[src/rtl/fp_mult_norm.sv]
// rtl/fp_mult_norm.sv - binary32 significand shift-add multiplier with product normalization
//
// Sequential front end of the single-precision multiplier. It accepts an operand
// pair on the in_valid/in_ready handshake and builds the 48-bit significand
// product over 24 shift-add iterations. It then normalizes the product and holds
// the rounding-stage inputs on the out_valid/out_ready handshake.
//
// Ports:
//   clk, rst_n           clock, synchronous active-low reset
//   in_valid, in_ready   operand handshake (in_ready depends on state only)
//   a, b, rnd            binary32 operands and rounding mode, captured on accept
//   out_valid, out_ready result handshake
//   mantissa, guard,     normalized 24-bit significand (bit 23 = hidden 1),
//   sticky               first dropped bit, OR of all lower dropped bits
//   sign_mult, exp_norm  product sign, 10-bit signed biased exponent
//   rnd_out              captured rounding mode
//   zero, special        exponent-field-0 operand / exponent-field-0xFF operand

package rnd_enum;
   typedef enum logic [2:0] {
      RNE = 3'd0,
      RTZ = 3'd1,
      RDN = 3'd2,
      RUP = 3'd3,
      RMM = 3'd4
   } rnd_t;
endpackage

module fp_mult_norm (
   input  logic               clk,
   input  logic               rst_n,
   input  logic               in_valid,
   output logic               in_ready,
   input  logic [31:0]        a,
   input  logic [31:0]        b,
   input  rnd_enum::rnd_t     rnd,
   output logic               out_valid,
   input  logic               out_ready,
   output logic [23:0]        mantissa,
   output logic               guard,
   output logic               sticky,
   output logic               sign_mult,
   output logic [9:0]         exp_norm,
   output rnd_enum::rnd_t     rnd_out,
   output logic               zero,
   output logic               special
);

   typedef enum logic [1:0] {
      IDLE = 2'd0,
      MULT = 2'd1,
      NORM = 2'd2,
      DONE = 2'd3
   } state_t;

   state_t           state_q, state_d;

   // operand and iteration state
   logic [23:0]      ma_q, ma_d;
   logic [23:0]      mb_q, mb_d;
   logic [47:0]      acc_q, acc_d;
   logic [4:0]       cnt_q, cnt_d;
   logic [7:0]       ea_q, ea_d;
   logic [7:0]       eb_q, eb_d;
   logic             op_sign_q, op_sign_d;
   logic             op_zero_q, op_zero_d;
   logic             op_special_q, op_special_d;
   rnd_enum::rnd_t   op_rnd_q, op_rnd_d;

   // registered result
   logic [23:0]      mantissa_q, mantissa_d;
   logic             guard_q, guard_d;
   logic             sticky_q, sticky_d;
   logic             sign_q, sign_d;
   logic [9:0]       exp_q, exp_d;
   rnd_enum::rnd_t   rnd_out_q, rnd_out_d;
   logic             zero_q, zero_d;
   logic             special_q, special_d;

   // exponent sum cannot exceed 510, so 10 bits hold it and the -127 bias
   // adjustment without wrapping (range -125..382)
   logic [9:0]       exp_sum;
   logic [47:0]      addend;

   assign exp_sum = {2'b00, ea_q} + {2'b00, eb_q};
   assign addend  = {24'd0, ma_q} << cnt_q;

   always_comb begin
      state_d      = state_q;
      ma_d         = ma_q;
      mb_d         = mb_q;
      acc_d        = acc_q;
      cnt_d        = cnt_q;
      ea_d         = ea_q;
      eb_d         = eb_q;
      op_sign_d    = op_sign_q;
      op_zero_d    = op_zero_q;
      op_special_d = op_special_q;
      op_rnd_d     = op_rnd_q;
      mantissa_d   = mantissa_q;
      guard_d      = guard_q;
      sticky_d     = sticky_q;
      sign_d       = sign_q;
      exp_d        = exp_q;
      rnd_out_d    = rnd_out_q;
      zero_d       = zero_q;
      special_d    = special_q;

      unique case (state_q)
         IDLE: begin
            if (in_valid) begin
               ma_d         = {1'b1, a[22:0]};
               mb_d         = {1'b1, b[22:0]};
               acc_d        = 48'd0;
               cnt_d        = 5'd0;
               ea_d         = a[30:23];
               eb_d         = b[30:23];
               op_sign_d    = a[31] ^ b[31];
               // subnormals are flushed: any zero exponent field means zero
               op_zero_d    = (a[30:23] == 8'h00) || (b[30:23] == 8'h00);
               op_special_d = (a[30:23] == 8'hFF) || (b[30:23] == 8'hFF);
               op_rnd_d     = rnd;
               state_d      = MULT;
            end
         end
         MULT: begin
            if (mb_q[0]) begin
               acc_d = acc_q + addend;
            end
            mb_d  = mb_q >> 1;
            cnt_d = cnt_q + 5'd1;
            if (cnt_q == 5'd23) begin
               state_d = NORM;
            end
         end
         NORM: begin
            // product of two [1,2) significands lies in [1,4): bit 47 picks the shift
            if (acc_q[47]) begin
               mantissa_d = acc_q[47:24];
               guard_d    = acc_q[23];
               sticky_d   = |acc_q[22:0];
               exp_d      = exp_sum - 10'd126;
            end else begin
               mantissa_d = acc_q[46:23];
               guard_d    = acc_q[22];
               sticky_d   = |acc_q[21:0];
               exp_d      = exp_sum - 10'd127;
            end
            if (op_zero_q) begin
               mantissa_d = 24'd0;
               guard_d    = 1'b0;
               sticky_d   = 1'b0;
               exp_d      = 10'd0;
            end
            sign_d    = op_sign_q;
            rnd_out_d = op_rnd_q;
            zero_d    = op_zero_q;
            special_d = op_special_q;
            state_d   = DONE;
         end
         DONE: begin
            if (out_ready) begin
               state_d = IDLE;
            end
         end
         default: state_d = IDLE;
      endcase
   end

   always_ff @(posedge clk) begin
      if (!rst_n) begin
         state_q      <= IDLE;
         ma_q         <= 24'd0;
         mb_q         <= 24'd0;
         acc_q        <= 48'd0;
         cnt_q        <= 5'd0;
         ea_q         <= 8'd0;
         eb_q         <= 8'd0;
         op_sign_q    <= 1'b0;
         op_zero_q    <= 1'b0;
         op_special_q <= 1'b0;
         op_rnd_q     <= rnd_enum::RNE;
         mantissa_q   <= 24'd0;
         guard_q      <= 1'b0;
         sticky_q     <= 1'b0;
         sign_q       <= 1'b0;
         exp_q        <= 10'd0;
         rnd_out_q    <= rnd_enum::RNE;
         zero_q       <= 1'b0;
         special_q    <= 1'b0;
      end else begin
         state_q      <= state_d;
         ma_q         <= ma_d;
         mb_q         <= mb_d;
         acc_q        <= acc_d;
         cnt_q        <= cnt_d;
         ea_q         <= ea_d;
         eb_q         <= eb_d;
         op_sign_q    <= op_sign_d;
         op_zero_q    <= op_zero_d;
         op_special_q <= op_special_d;
         op_rnd_q     <= op_rnd_d;
         mantissa_q   <= mantissa_d;
         guard_q      <= guard_d;
         sticky_q     <= sticky_d;
         sign_q       <= sign_d;
         exp_q        <= exp_d;
         rnd_out_q    <= rnd_out_d;
         zero_q       <= zero_d;
         special_q    <= special_d;
      end
   end

   assign in_ready  = (state_q == IDLE);
   assign out_valid = (state_q == DONE);
   assign mantissa  = mantissa_q;
   assign guard     = guard_q;
   assign sticky    = sticky_q;
   assign sign_mult = sign_q;
   assign exp_norm  = exp_q;
   assign rnd_out   = rnd_out_q;
   assign zero      = zero_q;
   assign special   = special_q;

endmodule
[config.mk]
export PLATFORM = sky130hd
export DESIGN_NAME = fp_mult_norm
export DESIGN_NICKNAME = d
export VERILOG_FILES = /design/src/rtl/fp_mult_norm.sv
export SDC_FILE = /design/constraint.sdc
export NUM_CORES = 1
export LEC_CHECK = 0
export CORE_MARGIN = 3
export CORE_UTILIZATION = 63
export CTS_CLUSTER_SIZE = 16
export DETAILED_ROUTE_END_ITERATION = 10
export HOLD_SLACK_MARGIN = 0.15
export MAX_ROUTING_LAYER = met4
export PLACE_DENSITY = 0.87
export REMOVE_ABC_BUFFERS = 1
export SLEW_MARGIN = 10
export SYNTH_ARGS = -nofsm -noshare
export SYNTH_HDL_FRONTEND = slang
export SYNTH_SLANG_ARGS = --single-unit
[constraint.sdc]
create_clock -name clk -period 7.3 [get_ports clk]
set_clock_uncertainty 0.15 [all_clocks]
set_input_delay 1.825 -clock clk [delete_from_list [all_inputs] [get_ports clk]]
set_output_delay 1.825 -clock clk [all_outputs]
set_load 0.005 [all_outputs]
# --- Word level (Yosys, flattened, before mapping) ---
# Cells that the tools add are included.
word_totals:
  in_bits: 71
  out_inout_bits: 44
  word_cells: 67
  register_bits: 167
op_classes:
  n_shift: 1
  add_sub_neg: 5
  bitwise: 1
  n_reduce_logical: 12
  n_mux: 19
  eq_ne: 10
ops:
  columns: ["cell", "count"]
  rows:
  - ["two-way mux 48 bit", 2]
  - ["one-hot mux 48 bit (2 select lines)", 1]
  - ["two-way mux 24 bit", 3]
  - ["adder 48 bit", 1]
  - ["one-hot mux 24 bit (2 select lines)", 1]
  - ["<< shifter 24 x 5 -> 48 bit", 1]
  - ["OR reduction 23 bit", 1]
  - ["OR reduction 22 bit", 1]
  - ["two-way mux 10 bit", 2]
  - ["subtractor 9 x 7 -> 10 bit (second input constant)", 2]
  - ["equality test 8 bit (second input constant)", 2]
  - ["zero test 8 bit", 2]
  - ["one-hot mux 5 bit (2 select lines)", 1]
  - ["adder 8 x 8 -> 9 bit", 1]
  - ["one-hot mux 2 bit (4 select lines)", 1]
  - ["two-way mux 2 bit", 3]
  - ["!= test 2 bit (second input constant)", 3]
  - ["AND reduction 3 bit", 2]
  - ["adder 5 x 1 -> 5 bit (second input constant)", 1]
  - ["equality test 5 bit (second input constant)", 1]
  - ["two-way mux 5 bit", 1]
  - ["equality test 2 bit (second input constant)", 2]
  - ["two-way mux 1 bit", 4]
  - ["AND reduction 2 bit", 2]
  - ["6 further kinds", 7]

# --- Logic depth before layout (Yosys ltp) ---
# Gate-level depths: netlist of the first run.
depth:
  word_depth: 4
  depth_mapped: 20
  ltp_nobuf: 17

# --- Least setup slack after synthesis of the first run ---
# Ideal clock, no wire load.
synth_timing:
  path_kind: "register to register"
  start: "register cnt_q[0]"
  end: "register acc_q[46]"
  t_arrival_ns: 3.636
  path_stages_with_launch: 20
  path_slack_ns: 3.397
  required_ns: 7.033
  period_less_slack_ns: 3.903
  path_cell_list: "dfxtp_1 buf_2 buf_2 mux4_2 nand2_1 o21ai_0 nand2_1 o21ai_0 nor2_1 a21oi_1 ha_1 buf_2 nand4_2 nor2_1 a41oi_1 and3b_1 a211oi_1 o21ai_1 a21o_1 a32o_1"
synth_via:
  elab_chain_cells: 4
synth_rtl:
  columns: ["element", "line_no", "source"]
  rows:
  - ["start, declared", "62", "logic [4:0] cnt_q, cnt_d;"]
  - ["start signal, assigned", "196", "cnt_q <= cnt_d;"]
  - ["<< shifter 24 x 5 -> 48 bit", "86", "assign addend = {24'd0, ma_q} << cnt_q;"]
  - ["adder 48 bit", "128", "acc_d = acc_q + addend;"]
  - ["two-way mux 48 bit", "127", "if (mb_q[0]) begin"]
  - ["one-hot mux 48 bit (2 select lines)", "109", "unique case (state_q)"]
  - ["end signal, assigned", "175", "acc_q <= 48'd0;"]
  - ["end signal, assigned", "195", "acc_q <= acc_d;"]
  - ["end, declared", "61", "logic [47:0] acc_q, acc_d;"]
# Every way passes these cells. The select of a mux whose other input is x is not followed.
# A chain may end at the register's enable or synchronous reset.

# --- Worst setup path after layout of the first run ---
layout_timing:
  start: "register cnt_q[0]"
  end: "register acc_q[34]"
# The elaborated chain is that of the path after synthesis.

==> reports/metrics.cfg, run 1 <==
[outcome]
status = completed

[min_path]
hold_path_end = op_rnd_q[1]
holdCritPathClass = reg2reg
hold_path_startpoint = op_rnd_q[1]
holdPathStages = 2

[layout]
antenna_cells = 0
postLayoutCoreUtil = 0.749
finalInstanceArea_sq_um = 13000
area_growth_syn_to_layout_pct = 16.1
fillerInstances = 1298
nets = 1591
layout-drive-gt1-share = 0.0742

[placement]
dp_hpwl_mm = 22.0
place_area_sq_um = 12300
finalWeightedCongestion = 1.00
port-buffer-count = 114
post-place-ws_ns = 2.30

[worst_setup_path]
cp_max_fo = 24
critPathSlowestCell = dfxtp_1
cp.required_ns = 7.47
arrival_ns = 5.26
cp-start-kind = register
reg2reg_setup_slack_ns = 2.21
cp_common_cell = o21ai_1
crit_chain = buf_4 -> mux4_2 -> a21oi_1 -> mux2_2 -> nor2_1 -> ha_1 -> a21oi_1 -> o21ai_1 -> a41oi_1 -> a21boi_0 -> a311oi_1 -> o21ai_1 -> xnor2_1 -> o21ai_1
r2r-start = cnt_q[0]
crit_type = reg2reg
slowest_delay_ns = 0.93
rr_worst_depth = 14
worstSetupEndpointType = register
r2r-end = acc_q[34]

[clock_tree]
numCtsBuffers = 17
cts_tree = done
postCtsSetupBuffers = 0
cts_resized = 0
cts_num_sinks = 167
holdBufCountCts = 0
clk_latency_ns = 0.43
clk_path_buf_depth = 2
root_buffer = clkbuf_16
clk_pin_slew_ns = 0.07
htree_levels = 4

[run]
drv_cap = 0

[yosys]
synthFlopType = dfxtp_1
synth_cell_types = 86
synth_top_area_share = 0.299
synth_top_area_cell = dfxtp_1
synth_cells = 1401
syn_area_sq_um = 11200
ys_async_sr_fraction = 0
ys.warnings.count = 0
synth.most_common_cell = nand2_1
ys_seq_area_frac = 0.299
ys_seq_elements = 167
synthTopCellsByCount = nand2_1, nor2_1, dfxtp_1
avgSynthCellArea_sq_um = 7.97
yosys-top-cells-area = dfxtp_1, mux2i_1, ha_1, nand2_1, nor2_1
synth-edff-count = 0

[sta]
setup_viol = 0
layout_min_cycle_time_ns = 5.09
fin_ws_ns = 2.21
max_slew_margin = 0.237
setup_tns_ns = 0
rsz0062_at_grt = no
max_slew.worst_pin.slew_ns = 1.14
min_period_over_period = 0.698
max_freq_mhz = 196
slew_viol_final = 0
hold_viol_final = 0

[route]
routedWlPerCell_um = 18.1
vias = 10600
drtIter0Drc = 985
viasPerCell = 6.26
drc = 0
drt-pass1-iter-count = 5
wl_mm = 30.7
ant_nets = 0

[power]
peakVddDrop_v = 0.000255
p_leak_nw = 4.83
power_density_nw_per_um2 = 261

[global_routing]
antenna_found_initial = 0
grt_max_degree = 92
overflow = 0
grt_pass1_vias = 10000
grt_pass1_wl_mm = 50.1
grt_usage = 0.318

[floorplanning]
rows = 48
die_area_sq_um = 19400
num_io_pins = 115
start_util = 0.646
die_w_um = 139
dieHeight_um = 139
core_sq_um = 17300

==> registers in the layout (all words and copies together) (netlist names) <==
register      cells
eb_q              8
acc_q            48
rnd_out           3
ea_q              8
mb_q             24
op_special_q      1
cnt_q             5
exp_norm         10
sticky            1
op_zero_q         1
state_q           2
op_rnd_q          3
sign_mult         1
ma_q             24
special           1
mantissa         24
guard             1
op_sign_q         1
zero              1
==> worst max-delay path, delay by kind of cell, from the launching register on <==
family,cells,cell delay (ns)
adders and majority gates,1,0.40
AOI/OAI and AO/OA,8,2.09
xor gates and xnor gates,1,0.17
and+or+nand+nor,1,0.07
buffers and inverters,1,0.37
DFF,1,0.93
muxes,2,0.78
==> placed cells by master, fill, tap and decap left out, drive strengths merged, types with 19 or more instances in the layout <==
cell type	count
a211oi	32
xor2	21
dfxtp	167
inv	32
clkdlybuf4s50	114
o21ai	78
a21oi	135
ha	62
a22oi	28
nor2	183
xnor2	33
nand2	192
a21o	19
mux2i	91
==> metal layers <==
layer | share of wire | global-route usage | up-vias
met5 | 0 | - | -
met2 | 0.47 | 0.509 | 451
met4 | 0.021 | 0.0968 | 0
met1 | 0.43 | 0.410 | 4961
li1 | - | - | 5140
met3 | 0.077 | 0.0614 | 57
==> logic make-up (layout without fill, tap and decap cells) <==
kind of cell               count (synthesis)  count (layout)  share of synthesized area
xor gates and xnor gates                  54              54                     0.0423
and+or+nand+nor                          486             486                      0.188
buffers and inverters                    117             185                     0.0414
muxes                                    119             119                      0.122
adders and majority gates                 64              64                     0.0730
DFF                                      167             167                      0.299
AOI/OAI and AO/OA                        394             394                      0.234
==> cell type report <==
class	instances	area [sq um]	share of cell area
inverters	25	96.3	0.00743
well taps	225	282	0.0217
repair buffers	128	1250	0.0961
multi-input cells	1117	7370	0.569
flip-flops and latches	167	3340	0.258
clock buffers	18	439	0.0339
clock inverters	14	181	0.0140
==> how the worst max path moves through the flow <==
stage,slack (ns),to,startpoint
after floorplan,0.87,acc_q[40],in_valid
after global placement,2.32,acc_q[40],in_valid
after detailed placement,2.30,acc_q[40],in_valid
after CTS,2.34,acc_q[32],cnt_q[0]
after global routing,1.90,acc_q[32],cnt_q[0]
final,2.21,acc_q[34],cnt_q[0]
==> metrics by stage <==
| stage | power [W] | hold WS, ns | instances |
|---|---|---|---|
| 2_1_floorplan | 0.00203 | 0.286 | 1309 |
| 3_3_place_gp | 0.00237 | 0.293 | 1662 |
| 3_5_place_dp | 0.00241 | 0.299 | 1662 |
| 4_1_cts | 0.00338 | 0.308 | 1694 |
| 5_1_grt | 0.00356 | 0.327 | 1694 |
| 6_report | 0.00339 | 0.310 | 1694 |
==> where the power goes <==
group | switching (W) | leakage, nW | internal (W)
Clock | 0.000420 | 0.294 | 0.000529
Combinational | 0.000794 | 3.17 | 0.000484
Sequential | 0.000110 | 1.36 | 0.00105
Total | 0.00132 | 4.83 | 0.00206
(Power assumes the default switching activity.)
==> run 2, diff against run 1 <==
CORE_UTILIZATION = 53   (was 63)
PLACE_DENSITY = 0.78   (was 0.87)
clock period = 4.65 ns   (was 7.3 ns; I/O delays follow)
==> run 2 against run 1 <==
Global-route usage fell by 3.5 points. Hold slack barely moved. Routed wire length increased by 2.8%. Core utilization fell by 11 points. Worst setup slack lost 2.0 ns. First-iteration DRC count fell by 29%. Power up 56%. Maximum frequency increased by 14%. Sequential power rose by 55%. Clock power increased by 53%. Design area up 1.5%. Non-clock buffer count up 13. Largest cell class unchanged.
==> reports/metrics.cfg, run 2 (synthesis results as in run 1) <==
[sta]
setup_tns_ns = 0  ; unchanged
hold_viol_final = 0  ; unchanged
max_slew.worst_pin.slew_ns = 1.03  ; -0.108 ns
min_period_over_period = 0.963  ; +0.266
max_freq_mhz = 223  ; +14%
max_slew_margin = 0.312  ; +0.0748
setup_viol = 0  ; unchanged
layout_min_cycle_time_ns = 4.48  ; -0.614 ns
slew_viol_final = 0  ; unchanged
rsz0062_at_grt = no

[floorplanning]
start_util = 0.545  ; -0.101
die_w_um = 151  ; +8.6%
rows = 52  ; +8.3%
die_area_sq_um = 22900  ; +18%
num_io_pins = 115  ; unchanged
dieHeight_um = 151  ; +8.6%
core_sq_um = 20500  ; +18%

[layout]
antenna_cells = 0  ; unchanged
largest-register = acc_q
area_growth_syn_to_layout_pct = 17.8
final_cell_mix = nand2_1, nor2_1, dfxtp_1
final_common_cell = nand2_1
largest_register_ffs = 48  ; unchanged
finalInstanceArea_sq_um = 13200  ; +1.5%
finalNonFillerCells = 1752  ; +3.4%
nets = 1604  ; +0.82%
layout-drive-gt1-share = 0.0830  ; +0.00880

[global_routing]
overflow = 0  ; unchanged
grt_pass1_vias = 9805  ; -2.1%
antenna_found_initial = 0  ; unchanged
grt_usage = 0.283  ; -0.0349
grt_max_degree = 70  ; -24%
grt_pass1_wl_mm = 50.3  ; +0.43%

[route]
wl_mm = 31.5  ; +2.8%
drt-pass1-iter-count = 7  ; +2
viasPerCell = 6.00  ; -4.2%
vias = 10500  ; -0.97%
ant_nets = 0  ; unchanged
drtIter0Drc = 698  ; -29%
routedWlPerCell_um = 18.0  ; -0.63%
drc = 0  ; unchanged

[worst_setup_path]
critical-path-top-delay-family = compound AO/OA/AOI/OAI gates
slowest_delay_ns = 0.55  ; -0.38 ns
arrival_ns = 4.66  ; -0.60 ns
worstSetupEndpointType = register
reg2reg_setup_slack_ns = 0.17  ; -2.04 ns
cp_max_fo = 35  ; +46%
r2r-start = cnt_q[0]
crit_type = reg2reg
critPathSlowestCell = mux4_2
r2r-end = acc_q[43]
crit_chain = buf_12 -> mux4_2 -> mux2i_1 -> mux2_2 -> a21oi_1 -> ha_1 -> a21oi_1 -> o21ai_1 -> a311oi_1 -> nand2_1 -> o211a_1 -> o311ai_2 -> mux2i_1 -> nand2_1
critPathBufInv = 1  ; unchanged
cp.required_ns = 4.83  ; -2.64 ns
rr_worst_depth = 14  ; unchanged
cp-start-kind = register

[placement]
place_area_sq_um = 12500  ; +1.6%
finalWeightedCongestion = 1.00  ; -0.34%
dp_cells = 1719  ; +3.4%
port-buffer-count = 114  ; unchanged
dp_hpwl_mm = 23.4  ; +6.5%

[clock_tree]
numCtsBuffers = 17  ; unchanged
clk_latency_ns = 0.44  ; about the same
clk_pin_slew_ns = 0.08  ; about the same
cts_num_sinks = 167  ; unchanged
clk_path_buf_depth = 2  ; unchanged
htree_levels = 4  ; unchanged
cts_tree = done
root_buffer = clkbuf_16

[power]
p_total_w = 0.00529  ; +56%
p_leak_nw = 4.91  ; +1.8%
power_density_nw_per_um2 = 402  ; +54%
peakVddDrop_v = 0.000528  ; +110%

[min_path]
hold_path_end = op_rnd_q[1]
hold_path_startpoint = op_rnd_q[1]
holdCritPathClass = reg2reg
holdPathStages = 2  ; unchanged

[run]
drv_cap = 0  ; unchanged

[outcome]
status = completed

-- run 2: cell count changes in the layout (fill, tap and decap cells not counted), sizes merged --
cell,before,now
buf,14,27
bufinv,2,0
clkbuf,18,17
clkinvlp,3,0
clkinv,2,6
inv,32,34
-- run 2: worst max path at each step --
stage          startpoint        end  cells after the start
2_1_floorplan  state_q[1]  acc_q[40]                     10
3_3_place_gp     cnt_q[1]  acc_q[43]                     15
3_5_place_dp     cnt_q[1]  acc_q[31]                     16
4_1_cts          cnt_q[1]  acc_q[31]                     16
5_1_grt          cnt_q[0]  acc_q[47]                     14
6_report         cnt_q[0]  acc_q[43]                     14
-- run 2: per-layer routing --
metal / wire length [um] / track usage / up-vias
met5: 0 / - / -
met4: 810 / 0.0925 / 0
met3: 1930 / 0.0452 / 50
met2: 14500 / 0.447 / 355
met1: 14300 / 0.373 / 4929
li1: - / - / 5172
-- run 2: layout make-up --
type | count | area (sq um)
inverters | 25 | 96.3
flip-flops and latches | 167 | 3350
repair buffers | 141 | 1410
clock inverters | 15 | 175
multi-input cells | 1117 | 7370
well taps | 270 | 338
fillers | 1861 | 7330
clock buffers | 17 | 425
-- run 2: per-stage QoR --
stage | worst slack [ns] | utilization | hold WS [ns]
after floorplan | -1.21 | - | 0.286
after global placement | 0.360 | 0.612 | 0.294
after detailed placement | 0.242 | 0.612 | 0.301
after CTS | 0.201 | 0.641 | 0.312
after global routing | 0.0416 | 0.642 | 0.335
final | 0.171 | 0.642 | 0.310
-- run 2: repair_timing --
item | 4_1_cts | 5_1_grt
hold buffers | 0 | 0
buffers inserted | 0 | 1
gates resized for setup | 0 | 1
endpoints found under the setup margin | 0 | 10
-- run 2: worst min-delay path: stages, from the launching register on --
cell     delay (ns)
dfxtp_1        0.32
nand2_1        0.05
a21oi_1        0.05
-- run 2: power by group --
| group | switching, W | internal, W |
|---|---|---|
| combinational | 0.00125 | 0.000786 |
| clock | 0.000722 | 0.000730 |
| sequential | 0.000158 | 0.00165 |
| total | 0.00213 | 0.00316 |
